$ cat src/rtl/process_scheduler.sv
// Hardware process manager for the multiprogrammed single-cycle CPU: tracks saved PCs,
// the active-process mask and the running slice, and drives kernel redirects and dispatch.
module process_scheduler #(
    parameter int NUM_PROC  = 10,
    parameter int PART_SIZE = 300,
    parameter int PC_W      = 32,
    parameter int QUANTUM   = 8,
    parameter int SAVE_ADDR = 180,
    parameter int END_ADDR  = 236
) (
    input  logic            clock,
    input  logic            reset,
    input  logic [PC_W-1:0] pc,
    input  logic            instr_retire,
    input  logic            halt_in,
    input  logic            is_io,
    input  logic            proc_end,
    input  logic            load_valid,
    input  logic [3:0]      load_count,
    input  logic            dispatch_req,
    output logic            dispatch_ack,
    output logic [3:0]      next_pid,
    output logic [PC_W-1:0] next_pc,
    output logic            all_done,
    output logic            redirect_valid,
    output logic [PC_W-1:0] redirect_pc,
    output logic [3:0]      cur_pid,
    output logic [15:0]     active_mask,
    output logic [7:0]      quantum_cnt
);

    localparam logic [PC_W-1:0] SAVE_PC   = PC_W'(SAVE_ADDR);
    localparam logic [PC_W-1:0] END_PC    = PC_W'(END_ADDR);
    localparam logic [PC_W-1:0] PART_PC   = PC_W'(PART_SIZE);
    localparam logic [3:0]      MAX_PID   = 4'(NUM_PROC);
    localparam logic [7:0]      LAST_TICK = 8'(QUANTUM - 1);

    logic [PC_W-1:0] r_table [16];
    logic [15:0]     r_mask;
    logic [3:0]      r_last_pid;
    logic [3:0]      r_cur_pid;
    logic [7:0]      r_qcnt;
    logic            r_redirect_valid;
    logic [PC_W-1:0] r_redirect_pc;
    logic            r_dispatch_ack;
    logic [3:0]      r_next_pid;
    logic [PC_W-1:0] r_next_pc;
    logic            r_all_done;

    logic [3:0]      w_load_n;
    logic [15:0]     w_load_mask;
    logic            w_running;
    logic [PC_W-1:0] w_base;
    logic [PC_W-1:0] w_offset;
    logic            w_in_part;
    logic            w_counted;
    logic            w_end;
    logic            w_expire;
    logic            w_load_ok;
    logic            w_disp_ok;
    logic [4:0]      w_cand;
    logic            w_found;
    logic [3:0]      w_sel_pid;

    assign w_load_n = (load_count > MAX_PID) ? MAX_PID : load_count;

    // NOTE: combinational blocks use blocking '=' and assign every output a default
    // first, so no path leaves a value held and no latch is inferred.
    always_comb begin
        w_load_mask = '0;
        for (int p = 1; p < 16; p++) begin
            w_load_mask[4'(p)] = (4'(p) <= w_load_n);
        end
    end

    // The partition test uses the offset so the upper bound never overflows PC_W.
    assign w_running = (r_cur_pid != 4'd0);
    assign w_base    = PC_W'(r_cur_pid) * PART_PC;
    assign w_offset  = pc - w_base;
    assign w_in_part = (pc >= w_base) && (w_offset < PART_PC);

    assign w_counted = w_running && instr_retire && !halt_in && w_in_part;
    assign w_end     = w_running && instr_retire && proc_end;
    assign w_expire  = w_counted && (r_qcnt == LAST_TICK);
    assign w_load_ok = load_valid && !w_running;
    assign w_disp_ok = dispatch_req && !w_running && !r_redirect_valid && !w_load_ok;

    // Round-robin search starting just after the last dispatched pid, wrapping at NUM_PROC.
    always_comb begin
        w_cand    = '0;
        w_found   = 1'b0;
        w_sel_pid = '0;
        for (int i = 1; i <= NUM_PROC; i++) begin
            w_cand = 5'(r_last_pid) + 5'(i);
            if (w_cand > 5'(NUM_PROC)) begin
                w_cand = w_cand - 5'(NUM_PROC);
            end
            if (!w_found && r_mask[w_cand[3:0]]) begin
                w_found   = 1'b1;
                w_sel_pid = w_cand[3:0];
            end
        end
    end

    // NOTE: state is updated with non-blocking '<=' so every register samples the
    // pre-edge values, independent of statement order within the block.
    always_ff @(posedge clock) begin
        if (!reset) begin
            // NOTE: the PC table is small and the kernel relies on clean entries after
            // reset, so it is cleared here rather than left as uninitialised storage.
            for (int p = 0; p < 16; p++) begin
                r_table[p] <= '0;
            end
            r_mask           <= '0;
            r_last_pid       <= '0;
            r_cur_pid        <= '0;
            r_qcnt           <= '0;
            r_redirect_valid <= 1'b0;
            r_redirect_pc    <= '0;
            r_dispatch_ack   <= 1'b0;
            r_next_pid       <= '0;
            r_next_pc        <= '0;
            r_all_done       <= 1'b0;
        end else begin
            r_redirect_valid <= 1'b0;
            r_dispatch_ack   <= 1'b0;
            r_all_done       <= 1'b0;

            if (w_load_ok) begin
                r_mask <= w_load_mask;
                for (int p = 1; p < 16; p++) begin
                    if (w_load_mask[4'(p)]) begin
                        r_table[4'(p)] <= PC_W'(p) * PART_PC;
                    end
                end
                r_last_pid <= '0;
                r_cur_pid  <= '0;
                r_qcnt     <= '0;
            end else if (w_end) begin
                r_mask[r_cur_pid] <= 1'b0;
                r_cur_pid         <= '0;
                r_qcnt            <= '0;
                r_redirect_valid  <= 1'b1;
                r_redirect_pc     <= END_PC;
            end else if (w_expire) begin
                r_table[r_cur_pid] <= pc + PC_W'(1);
                r_cur_pid          <= '0;
                r_qcnt             <= '0;
                r_redirect_valid   <= 1'b1;
                r_redirect_pc      <= SAVE_PC;
            end else if (w_counted) begin
                r_qcnt <= is_io ? 8'd0 : r_qcnt + 8'd1;
            end

            // Accepted only with no process running, so it never overlaps the branches above.
            if (w_disp_ok) begin
                if (w_found) begin
                    r_dispatch_ack <= 1'b1;
                    r_next_pid     <= w_sel_pid;
                    r_next_pc      <= r_table[w_sel_pid];
                    r_cur_pid      <= w_sel_pid;
                    r_last_pid     <= w_sel_pid;
                    r_qcnt         <= '0;
                end else begin
                    r_all_done <= 1'b1;
                    r_next_pid <= '0;
                    r_next_pc  <= '0;
                end
            end
        end
    end

    assign dispatch_ack   = r_dispatch_ack;
    assign next_pid       = r_next_pid;
    assign next_pc        = r_next_pc;
    assign all_done       = r_all_done;
    assign redirect_valid = r_redirect_valid;
    assign redirect_pc    = r_redirect_pc;
    assign cur_pid        = r_cur_pid;
    assign active_mask    = r_mask;
    assign quantum_cnt    = r_qcnt;

endmodule

$ cat config.mk
export PLATFORM = sky130hd
export DESIGN_NAME = process_scheduler
export DESIGN_NICKNAME = d
export VERILOG_FILES = /design/src/rtl/process_scheduler.sv
export SDC_FILE = /design/constraint.sdc
export NUM_CORES = 1
export LEC_CHECK = 0
export CORE_ASPECT_RATIO = 1.1
export CORE_MARGIN = 3
export CORE_UTILIZATION = 40
export CTS_CLUSTER_SIZE = 20
export DETAILED_ROUTE_END_ITERATION = 16
export GPL_ROUTABILITY_DRIVEN = 1
export PLACE_DENSITY_LB_ADDON = 0.05
export REMOVE_ABC_BUFFERS = 1
export SYNTH_ARGS = -nofsm -noshare
export SYNTH_HDL_FRONTEND = slang
export SYNTH_SLANG_ARGS = --single-unit
export TNS_END_PERCENT = 1
$ cat constraint.sdc
create_clock -name clock -period 6.4 [get_ports clock]
set_input_delay 0.96 -clock clock [delete_from_list [all_inputs] [get_ports clock]]
set_output_delay 0.96 -clock clock [all_outputs]
set_load 0.01 [all_outputs]
==> metrics.yaml, run 1 <==
pwr:
  seqPwrFrac_pct: 23.5
  intPower_mw: 11.8
  p_leak_nw: 13.7
  clkPwrFrac_pct: 17.1
  p_switching_mw: 9.44
  p_per_area_nw_per_um2: 597
  sw_frac_of_total_pct: 44.4
  ir_drop_mv: 0.725
  power_frac_comb_pct: 59.4
  power_mw: 21.2
setup_path:
  crit_start: "cur_pid[3]"
  ff2ff_path_depth: 23
  r2r_slack_ns: 0.39
  worstPathRequired_ns: 6.70
  cp-end-kind: "flop"
  worstSetupEndpoint: "r_table[6][23]"
  critical_path_class: "flop to flop"
  cp-start-kind: "flop"
  slowest_stage: "or4_1"
  crit_path_max_fanout: 26
  critPathTopFamily: "simple AND/OR/NAND/NOR gates"
  slowest_delay_ns: 0.53
  cp.arrival_ns: 6.31
  path_buf_inv: 4
  reg2reg_to: "r_table[6][23]"
  r2r-start: "cur_pid[3]"
  crit_path_cell_trace: "inv_1, ha_1, fa_1, ha_1, a31oi_2, nor2b_1, nor2_1, nor2_1, o21a_1, or2_2, ha_1, nand2_1, a21oi_1, o21a_1, or4_1, a2bb2o_1, or4_4, nor4_2, buf_4, nand2_2, o211ai_1, buf_4, buf_16"
  crit_cells: 23
  cp_common_cell: "ha_1"
die:
  rows: 104
  io_pins: 143
  coreArea_um2: 73300
  die-height_um: 292
  start_util_pct: 40.5
  design.die.area_um2: 77400
  die_w_um: 266
clock_tree:
  cts-htree-levels: 2
  cts.sinks: 586
  root_buffer: "clkbuf_16"
  clk_pin_slew_ns: 0.06
  cts_tree: "done"
  insertion_delay_ns: 0.64
  numCtsBuffers: 60
  cts.path.max_buffers: 3
timing:
  min_period_ns: 6.01
  worstMarginPinSlew_ns: 1.34
  fin_hold_ws_ns: 0.463
  fin_skew_ns: 0.0390
  finalSetupViolCount: 0
  maxSlewHeadroom_pct: 9.18
  rsz0062_at_grt: "false"
  fin_crit_sh_pct: 93.9
  hold_violations: 0
  slew_violations: 0
  fmax_mhz: 166
grt:
  grt_pass1_vias: 21200
  grt_max_degree: 52
  grt_usage_pct: 23.9
  grt_overflow: 0
  grt_pass1_wl_um: 140000
  antenna_found_initial: 0
logic_synthesis:
  yosys_warnings: 0
  synth.largest_area_cell: "edfxtp_1"
  syn_area_per_cell_um2: 12.2
  netlist_top_cells_count: "edfxtp_1, mux2i_1, nor2_1"
  syn_inst: 2426
  yosysTopAreaCellShare_pct: 51.9
  synth_seq_area_share_pct: 56.9
  synth_edf_count: 512
  post-synth-top-count-cell: "edfxtp_1"
  ys_top_cells_by_area: "edfxtp_1, mux2i_1, dfxtp_1, a22oi_1, nor2_1"
  synth_seq_cells: 586
  synth_flop_cell: "edfxtp_1"
  syn_area_um2: 29600
  yosysUniqueCellTypes: 105
  async_flop_share_pct: 0
routing:
  drt_pre_antenna_iters: 6
  vias: 21200
  antenna_left: 0
  drc: 0
  routedWlPerCell_um: 24.3
  totalWireLength_um: 93800
  drt_iter0_drc: 2092
  viasPerCell: 5.49
cells_and_area:
  layout.nets: 2953
  drive_gt1_share_pct: 10.6
  antenna_cells: 0
  finalInstanceArea_um2: 35600
  multi_input_area_um2: 12900
  finalCoreUtilization_pct: 48.5
  fillers: 6641
  area_growth_pct: 20.0
  fin_cells: 3858
  final-seq-area_um2: 16900
place:
  dpl_cell_area_um2: 33400
  gp_congestion: 0.906
  dp_cells: 3740
  dp_hpwl_um: 63900
  numPortBuffers: 116
status:
  run_status: "finished, final reports clean"
flow_run:
  drv_cap: 0
worst_hold_path:
  min_from: "next_pid[0]"
  holdCritPathClass: "flop to flop"
[worst min-delay path by stage]
stage                              to  slack, ns  depth (start not counted)
final                     next_pid[0]       0.46                          2
after global routing      next_pid[1]       0.49                          2
after CTS                 next_pid[1]       0.47                          2
after detailed placement  next_pid[0]       0.45                          2
after global placement    next_pid[0]       0.46                          2
after floorplan           next_pid[0]       0.48                          2
[logic make-up (layout without fill, tap and decap cells)]
logic type               count (synthesis)  in the layout  synth area share [%]
flip-flops                             586            586                  56.9
adder cells (fa/ha/maj)                 58             58                  2.52
AO/OA/AOI/OAI                          490            490                  12.1
AND/OR/NAND/NOR                        682            682                  10.9
buffers and inverters                  230            396                  3.97
multiplexers                           330            330                  12.1
other                                    1            313                0.0127
XOR/XNOR                                49             49                  1.50
[flip-flops by register name (all words and copies together), names as in the netlist]
| register | cells |
|---|---|
| redirect_valid | 1 |
| dispatch_ack | 1 |
| next_pc | 32 |
| r_table | 512 |
| all_done | 1 |
| quantum_cnt | 8 |
| active_mask | 16 |
| next_pid | 4 |
| redirect_pc | 3 |
| r_last_pid | 4 |
| cur_pid | 4 |
[power groups by stage]
stage	logic, mW	registers (mW)	clock network (mW)
floorplan	7.59	4.97	0
global placement	12.6	5.06	0
detailed placement	12.7	5.07	0
CTS	12.7	4.99	3.71
global route	13.5	5.04	3.86
finish	12.6	4.99	3.63
[layer usage]
layer  up-vias  track usage [%]  part of all wire (%)  wire (um)
li1       9824                -                     -          -
met1     10500             31.9                    42      39500
met2       737             41.0                    49      46400
met3       129             3.31                   5.7       5320
met4         0             6.51                   2.8       2580
met5         -                0                     0          0
[worst register-to-register path, delay by kind of cell, from the launching register on]
kind                     cells  cell delay [ns]
AND/OR/NAND/NOR              9             1.96
adder cells (fa/ha/maj)      4             1.41
AO/OA/AOI/OAI                6             1.21
buffers and inverters        4             0.77
flip-flops                   1             0.33
[layout make-up]
type	instances	area share (%)
clock buffer	73	4.48
inverter	43	0.454
multi-input combinational	1922	36.2
clock inverter	41	1.25
timing repair buffer	239	6.83
sequential	586	47.4
tap	954	3.36
[per-stage QoR]
| step | TNS [ns] | setup slack, ns |
|---|---|---|
| final | 0 | 0.390 |
| after global routing | 0 | 0.0325 |
| after CTS | 0 | 0.0855 |
| after detailed placement | 0 | 0.0958 |
| after global placement | 0 | 0.118 |
| after floorplan | -582.59 | -8.92 |
[timing repair]
action                     in CTS  in global routing
buffers inserted                0                  3
setup endpoints to repair       0                266
hold buffers                    0                  0
resized for setup               0                  8
[placed cells by master, fill, tap and decap left out, types with 11 or more instances in the layout]
| master | count |
|---|---|
| a211oi_1 | 19 |
| a21oi_1 | 41 |
| a221oi_1 | 11 |
| a22oi_1 | 131 |
| a31oi_1 | 16 |
| a32oi_1 | 31 |
| and2_1 | 15 |
| buf_12 | 24 |
| buf_4 | 96 |
| clkbuf_16 | 62 |
| clkdlybuf4s50_1 | 116 |
| clkinv_1 | 23 |
| conb_1 | 313 |
| dfxtp_1 | 73 |
| edfxtp_1 | 512 |
| ha_1 | 54 |
| inv_1 | 37 |
| mux2_2 | 19 |
| mux2i_1 | 288 |
| mux4_2 | 20 |
| nand2_1 | 141 |
| nand2b_1 | 32 |
| nand3_1 | 87 |
| nand4_1 | 15 |
| nor2_1 | 240 |
| nor2b_1 | 14 |
| nor3_1 | 41 |
| o211ai_1 | 18 |
| o21ai_0 | 84 |
| o31ai_1 | 13 |
| or3_1 | 13 |
| xnor2_1 | 32 |
| xor2_1 | 11 |
Power figures use the tool's default switching activity.
==> run 2: changes to the inputs <==
--- a/config.mk
+++ b/config.mk
@@ -6,7 +6,7 @@
 export NUM_CORES = 1
 export LEC_CHECK = 0
 export CORE_ASPECT_RATIO = 1.1
-export CORE_MARGIN = 3
+export CORE_MARGIN = 2
 export CORE_UTILIZATION = 40
 export CTS_CLUSTER_SIZE = 20
 export DETAILED_ROUTE_END_ITERATION = 16
==> run 2 against run 1 <==
Net effect:
- fmax down 3.2%
- sequential power about the same
- critical path depth down 1
- first-iteration DRC count down 12%
- register-to-register slack worse by 0.20 ns
- routed wire length down 2.9%
- worst hold slack better by 0.0065 ns
- combinational power about the same
- count of clock-buffer cells in the layout up 14
- sequential share of layout area up 0.21 points
- global-route usage down 0.20 points
- core utilization down 0.21 points
- critical endpoint is now r_table[6][30]
==> metrics.yaml, run 2 (synthesized netlist as in run 1, its figures left out) <==
status:
  run_status: "finished, final reports clean"
routing:
  drc: 0  # unchanged
  routedWlPerCell_um: 23.7  # -2.6%
  vias: 21200  # -0.23%
  antenna_left: 0  # unchanged
  drt_iter0_drc: 1845  # -12%
  drt_pre_antenna_iters: 6  # unchanged
  viasPerCell: 5.50  # about the same
  totalWireLength_um: 91100  # -2.9%
place:
  numPortBuffers: 116  # unchanged
  gp_congestion: 0.879  # -3.0%
  post-place-ws_ns: 0.160  # +0.0645 ns
  dp_hpwl_um: 60200  # -5.7%
timing:
  min_period_ns: 6.21  # +0.199 ns
  fin_crit_sh_pct: 97.0  # +3.1 points
  final.setup.worst_slack_ns: 0.191  # -0.199 ns
  maxSlewHeadroom_pct: 23.8  # +15 points
  slew_violations: 0  # unchanged
  rsz0062_at_grt: "true"
  fin_skew_ns: 0.0332  # -0.00581 ns
  finalSetupViolCount: 0  # unchanged
  hold_violations: 0  # unchanged
  worstMarginPinSlew_ns: 1.14  # -0.202 ns
  fmax_mhz: 161  # -3.2%
cells_and_area:
  area_growth_pct: 19.4
  layout.nets: 2943  # -0.34%
  drive_gt1_share_pct: 10.3  # -0.38 points
  layout_commonest_cell: "edfxtp_1"
  final_cell_mix: "edfxtp_1, conb_1, mux2i_1, nor2_1, nand2_1"
  regMostFlops: "r_table"
  largest_reg_flops: 512  # unchanged
  antenna_cells: 0  # unchanged
die:
  io_pins: 143  # unchanged
  start_util_pct: 40.5  # unchanged
  coreArea_um2: 73300  # unchanged
  die_w_um: 264  # -0.75%
  design.die.area_um2: 76300  # -1.4%
  die-height_um: 290  # -0.69%
  rows: 104  # unchanged
grt:
  grt_pass1_wl_um: 136000  # -2.6%
  grt_usage_pct: 23.7  # -0.20 points
  antenna_found_initial: 1  # +1
  grt_pass1_vias: 21400  # +0.83%
  grt_overflow: 0  # unchanged
  grt_max_degree: 61  # +17%
setup_path:
  crit_path_max_fanout: 27  # +3.8%
  worstPathRequired_ns: 6.67  # -0.03 ns
  critical_path_class: "flop to flop"
  ff2ff_path_depth: 22  # -4.3%
  r2r-start: "cur_pid[3]"
  cp-start-kind: "flop"
  reg2reg_to: "r_table[6][30]"
  cp.arrival_ns: 6.48  # +0.17 ns
  cp-end-kind: "flop"
  r2r_slack_ns: 0.19  # -0.20 ns
worst_hold_path:
  holdCritPathClass: "flop to flop"
  min_from: "next_pid[3]"
  whs_path_depth: 2  # unchanged
  min_to: "next_pid[3]"
clock_tree:
  cts_tree: "done"
  root_buffer: "clkbuf_16"
  post_cts_buffers: 0  # unchanged
  cts-hold-fix-buffers: 0  # unchanged
  cts.path.max_buffers: 3  # unchanged
  numCtsBuffers: 66  # +10%
  cts.sinks: 586  # unchanged
  clk_pin_slew_ns: 0.06  # about the same
  insertion_delay_ns: 0.61  # -0.03 ns
  cts-htree-levels: 3  # +1
pwr:
  power_mw: 21.4  # +0.80%
  p_leak_nw: 13.6  # -0.59%
  p_per_area_nw_per_um2: 605  # +1.2%
  ir_drop_mv: 0.847  # +17%
flow_run:
  drv_cap: 0  # unchanged
==> run 2: cell count changes in the layout (fill, tap and decap cells not counted), moves of 4 or more <==
| cell | before | now |
|---|---|---|
| bufinv_16 | 9 | 0 |
| clkbuf_1 | 10 | 17 |
| clkbuf_16 | 62 | 67 |
| clkinv_1 | 23 | 17 |
| clkinv_8 | 0 | 4 |
| buf_4 | 96 | 81 |
==> run 2: repair_timing <==
item	CTS	global route
gates resized for setup	0	6
setup endpoints to repair	0	86
endpoints found under the hold margin	0	0
==> run 2: layout make-up <==
cell class | instances | area, um2
clock buffers | 87 | 1780
fillers | 6629 | 37900
flip-flops and latches | 586 | 16900
inverters | 43 | 161
multi-input cells | 1923 | 12900
repair buffers | 222 | 2270
well taps | 954 | 1190
clock inverters | 33 | 248
==> run 2: worst max path at each step <==
| stage | from | end | slack, ns |
|---|---|---|---|
| 2_1_floorplan | r_last_pid[0] | next_pc[0] | -8.92 |
| 3_3_place_gp | r_last_pid[1] | next_pc[30] | 0.25 |
| 3_5_place_dp | pc[2] | r_table[6][22] | 0.16 |
| 4_1_cts | cur_pid[3] | r_table[6][30] | 0.18 |
| 5_1_grt | cur_pid[3] | r_table[6][30] | -0.08 |
| 6_report | cur_pid[3] | r_table[6][30] | 0.19 |
==> run 2: metal layers <==
metal	track usage (%)	share of wire, %
met1	30.9	42
met2	41.3	50
met3	3.86	5.9
met4	6.10	2.0
met5	0	0
==> run 2: critical path, cell delays in order (launching register included) <==
cell	delay (ns)
dfxtp_1	0.32
inv_1	0.10
ha_1	0.33
fa_1	0.41
ha_1	0.33
a31oi_1	0.28
nor2b_1	0.08
nor2_1	0.09
nor2_1	0.06
o21a_1	0.17
or2_2	0.30
ha_1	0.35
nand2_1	0.11
a21oi_1	0.06
o21a_1	0.23
or4_1	0.54
a2bb2o_1	0.31
or4_1	0.55
nor4_2	0.16
buf_4	0.27
nand2_2	0.11
o211ai_1	0.42
buf_12	0.29
==> run 2: power breakdown <==
group	total [mW]	switching (mW)	leakage (nW)	internal (mW)
Combinational	12.9	7.88	6.92	5.00
Clock	3.56	1.58	0.988	1.99
Sequential	4.98	0.244	5.71	4.73
==> run 2: through the flow <==
step / hold slack [ns] / std cells / cell area (um2) / setup TNS [ns] / utilization (%)
6_report: 0.469 / 3848 / 35400 / 0 / 48.3
5_1_grt: 0.482 / 3848 / 35400 / -2.07 / 48.3
4_1_cts: 0.471 / 3847 / 35400 / 0 / 48.3
3_5_place_dp: 0.452 / 3727 / 33300 / 0 / 45.5
3_3_place_gp: 0.457 / 3727 / 33300 / 0 / 45.5
2_1_floorplan: 0.481 / 2551 / 29800 / -582.59 / -
==> run 3: changes to the inputs <==
--- a/config.mk
+++ b/config.mk
@@ -8,7 +8,6 @@
 export CORE_ASPECT_RATIO = 1.1
 export CORE_MARGIN = 2
 export CORE_UTILIZATION = 40
-export CTS_CLUSTER_SIZE = 20
 export DETAILED_ROUTE_END_ITERATION = 16
 export GPL_ROUTABILITY_DRIVEN = 1
 export PLACE_DENSITY_LB_ADDON = 0.05
==> run 3 against run 2 <==
Net effect:
- sequential power about the same
- final area about the same
- count of clock-buffer cells in the layout down 1
- fmax up 0.39%
- core utilization about the same
- sequential cell count unchanged
- worst setup slack better by 0.024 ns
- largest cell class unchanged
- largest power group unchanged
- highest routed layer unchanged
==> metrics.yaml, run 3 (synthesized netlist as in run 1, its figures left out) <==
cells_and_area:
  layout_commonest_cell: "edfxtp_1"
  final-seq-area_um2: 16900  # unchanged
  antenna_cells: 0  # unchanged
  fillers: 6616  # -0.20%
  regMostFlops: "r_table"
  finalCoreUtilization_pct: 48.4  # about the same
  final_cell_mix: "edfxtp_1, conb_1, mux2i_1, nor2_1, nand2_1"
  area_growth_pct: 19.5  # about the same
  largest_reg_flops: 512  # unchanged
  multi_input_area_um2: 12900  # unchanged
  layout.nets: 2943  # unchanged
  drive_gt1_share_pct: 10.3  # +0.035 points
worst_hold_path:
  whs_path_depth: 2  # unchanged
  holdCritPathClass: "flop to flop"
  min_from: "next_pc[31]"
  min_to: "next_pc[31]"
timing:
  hold_violations: 0  # unchanged
  worstMarginPinSlew_ns: 1.11  # -0.0266 ns
  setup-tns-final_ns: 0  # unchanged
  fin_crit_sh_pct: 96.7  # -0.37 points
  fin_skew_ns: 0.0307  # -0.00256 ns
  slew_violations: 0  # unchanged
  rsz0062_at_grt: "true"
  min_period_ns: 6.19  # -0.0238 ns
  fmax_mhz: 162  # +0.39%
  finalSetupViolCount: 0  # unchanged
  maxSlewHeadroom_pct: 25.5  # +1.8 points
clock_tree:
  cts.path.max_buffers: 3  # unchanged
  cts-hold-fix-buffers: 0  # unchanged
  root_buffer: "clkbuf_16"
  clk_pin_slew_ns: 0.07  # about the same
  cts.sinks: 586  # unchanged
  cts-htree-levels: 3  # unchanged
  insertion_delay_ns: 0.61  # about the same
  numCtsBuffers: 66  # unchanged
  cts_tree: "done"
setup_path:
  worstPathRequired_ns: 6.89  # +0.22 ns
  cp.arrival_ns: 6.67  # +0.19 ns
  r2r_slack_ns: 0.21  # +0.02 ns
  reg2reg_to: "next_pc[30]"
  ff2ff_path_depth: 19  # -14%
  cp-start-kind: "flop"
  critical_path_class: "flop to flop"
  cp-end-kind: "flop"
  crit_path_max_fanout: 22  # -19%
  r2r-start: "r_last_pid[1]"
grt:
  grt_overflow: 0  # unchanged
  grt_usage_pct: 23.7  # about the same
  grt_pass1_vias: 21400  # -0.019%
  antenna_found_initial: 3  # +2
  grt_max_degree: 61  # unchanged
  grt_pass1_wl_um: 136000  # about the same
place:
  dp_hpwl_um: 60200  # unchanged
  gp_congestion: 0.879  # unchanged
  numPortBuffers: 116  # unchanged
routing:
  antenna_left: 0  # unchanged
  drt_pre_antenna_iters: 7  # +1
  routedWlPerCell_um: 23.7  # about the same
  drc: 0  # unchanged
  vias: 21100  # -0.25%
  totalWireLength_um: 91000  # about the same
  drt_iter0_drc: 1716  # -7.0%
  viasPerCell: 5.48  # -0.25%
die:
  die-height_um: 290  # unchanged
  die_w_um: 264  # unchanged
  coreArea_um2: 73300  # unchanged
  rows: 104  # unchanged
  start_util_pct: 40.5  # unchanged
  io_pins: 143  # unchanged
  design.die.area_um2: 76300  # unchanged
status:
  run_status: "finished, final reports clean"
flow_run:
  drv_cap: 0  # unchanged
pwr:
  power_mw: 21.4  # +0.15%
  ir_drop_mv: 0.854  # +0.84%
  p_per_area_nw_per_um2: 605  # about the same
  p_leak_nw: 13.6  # about the same
run 3: power by group:
| part | total, mW | switching, mW | leakage (nW) | internal (mW) |
|---|---|---|---|---|
| sequential | 4.98 | 0.245 | 5.71 | 4.73 |
| clock | 3.60 | 1.57 | 1.00 | 2.03 |
| combinational | 12.9 | 7.87 | 6.92 | 5.00 |
run 3: worst max-delay path, cell delays in order, from the launching register on:
cell and delay, ns:
dfxtp_1 0.36, clkinv_1 0.33, ha_1 0.49, buf_4 0.22
ha_1 0.37, o311ai_4 0.44, o311ai_0 0.17, a2111oi_0 0.65
buf_4 0.22, a211oi_1 0.06, a211oi_1 0.58, o221ai_1 0.23
a222oi_1 0.40, o2bb2ai_2 0.28, buf_4 0.24, nor2_4 0.12
buf_4 0.37, a21boi_0 0.16, o211ai_1 0.22, nand3_1 0.12
run 3: how the worst max path moves through the flow:
stage / start / end / slack [ns] / cells after the start
finish: r_last_pid[1] / next_pc[30] / 0.21 / 19
detailed placement: pc[2] / r_table[6][22] / 0.16 / 19
CTS: cur_pid[3] / r_table[6][30] / 0.18 / 22
global placement: r_last_pid[1] / next_pc[30] / 0.25 / 18
floorplan: r_last_pid[0] / next_pc[0] / -8.92 / 17
global route: cur_pid[3] / r_table[6][30] / -0.08 / 22
run 3: stage by stage:
step	hold slack, ns	std cells	instance area [um2]	setup slack [ns]
2_1_floorplan	0.481	2551	29800	-8.92
3_3_place_gp	0.457	3727	33300	0.246
3_5_place_dp	0.452	3727	33300	0.160
4_1_cts	0.471	3847	35400	0.178
5_1_grt	0.482	3848	35400	-0.0783
6_report	0.469	3848	35400	0.214
run 3: cell type report:
type	count	share of cell area [%]
flip-flops and latches	586	47.6
multi-input cells	1923	36.4
repair buffers	222	6.41
clock buffers	86	5.02
well taps	954	3.37
clock inverters	34	0.774
inverters	43	0.456
run 3: repair_timing:
item                                   CTS  global route
gates resized for setup                  0             6
setup buffers                            0             0
setup endpoints to repair                0            86
endpoints found under the hold margin    0             0
run 3: layer usage:
| metal | vias up | wire (um) | global-route usage [%] |
|---|---|---|---|
| li1 | 9805 | - | - |
| met1 | 10400 | 38400 | 30.9 |
| met2 | 722 | 45400 | 41.5 |
| met3 | 122 | 5320 | 3.68 |
| met4 | 0 | 1810 | 5.94 |
| met5 | - | 0 | 0 |
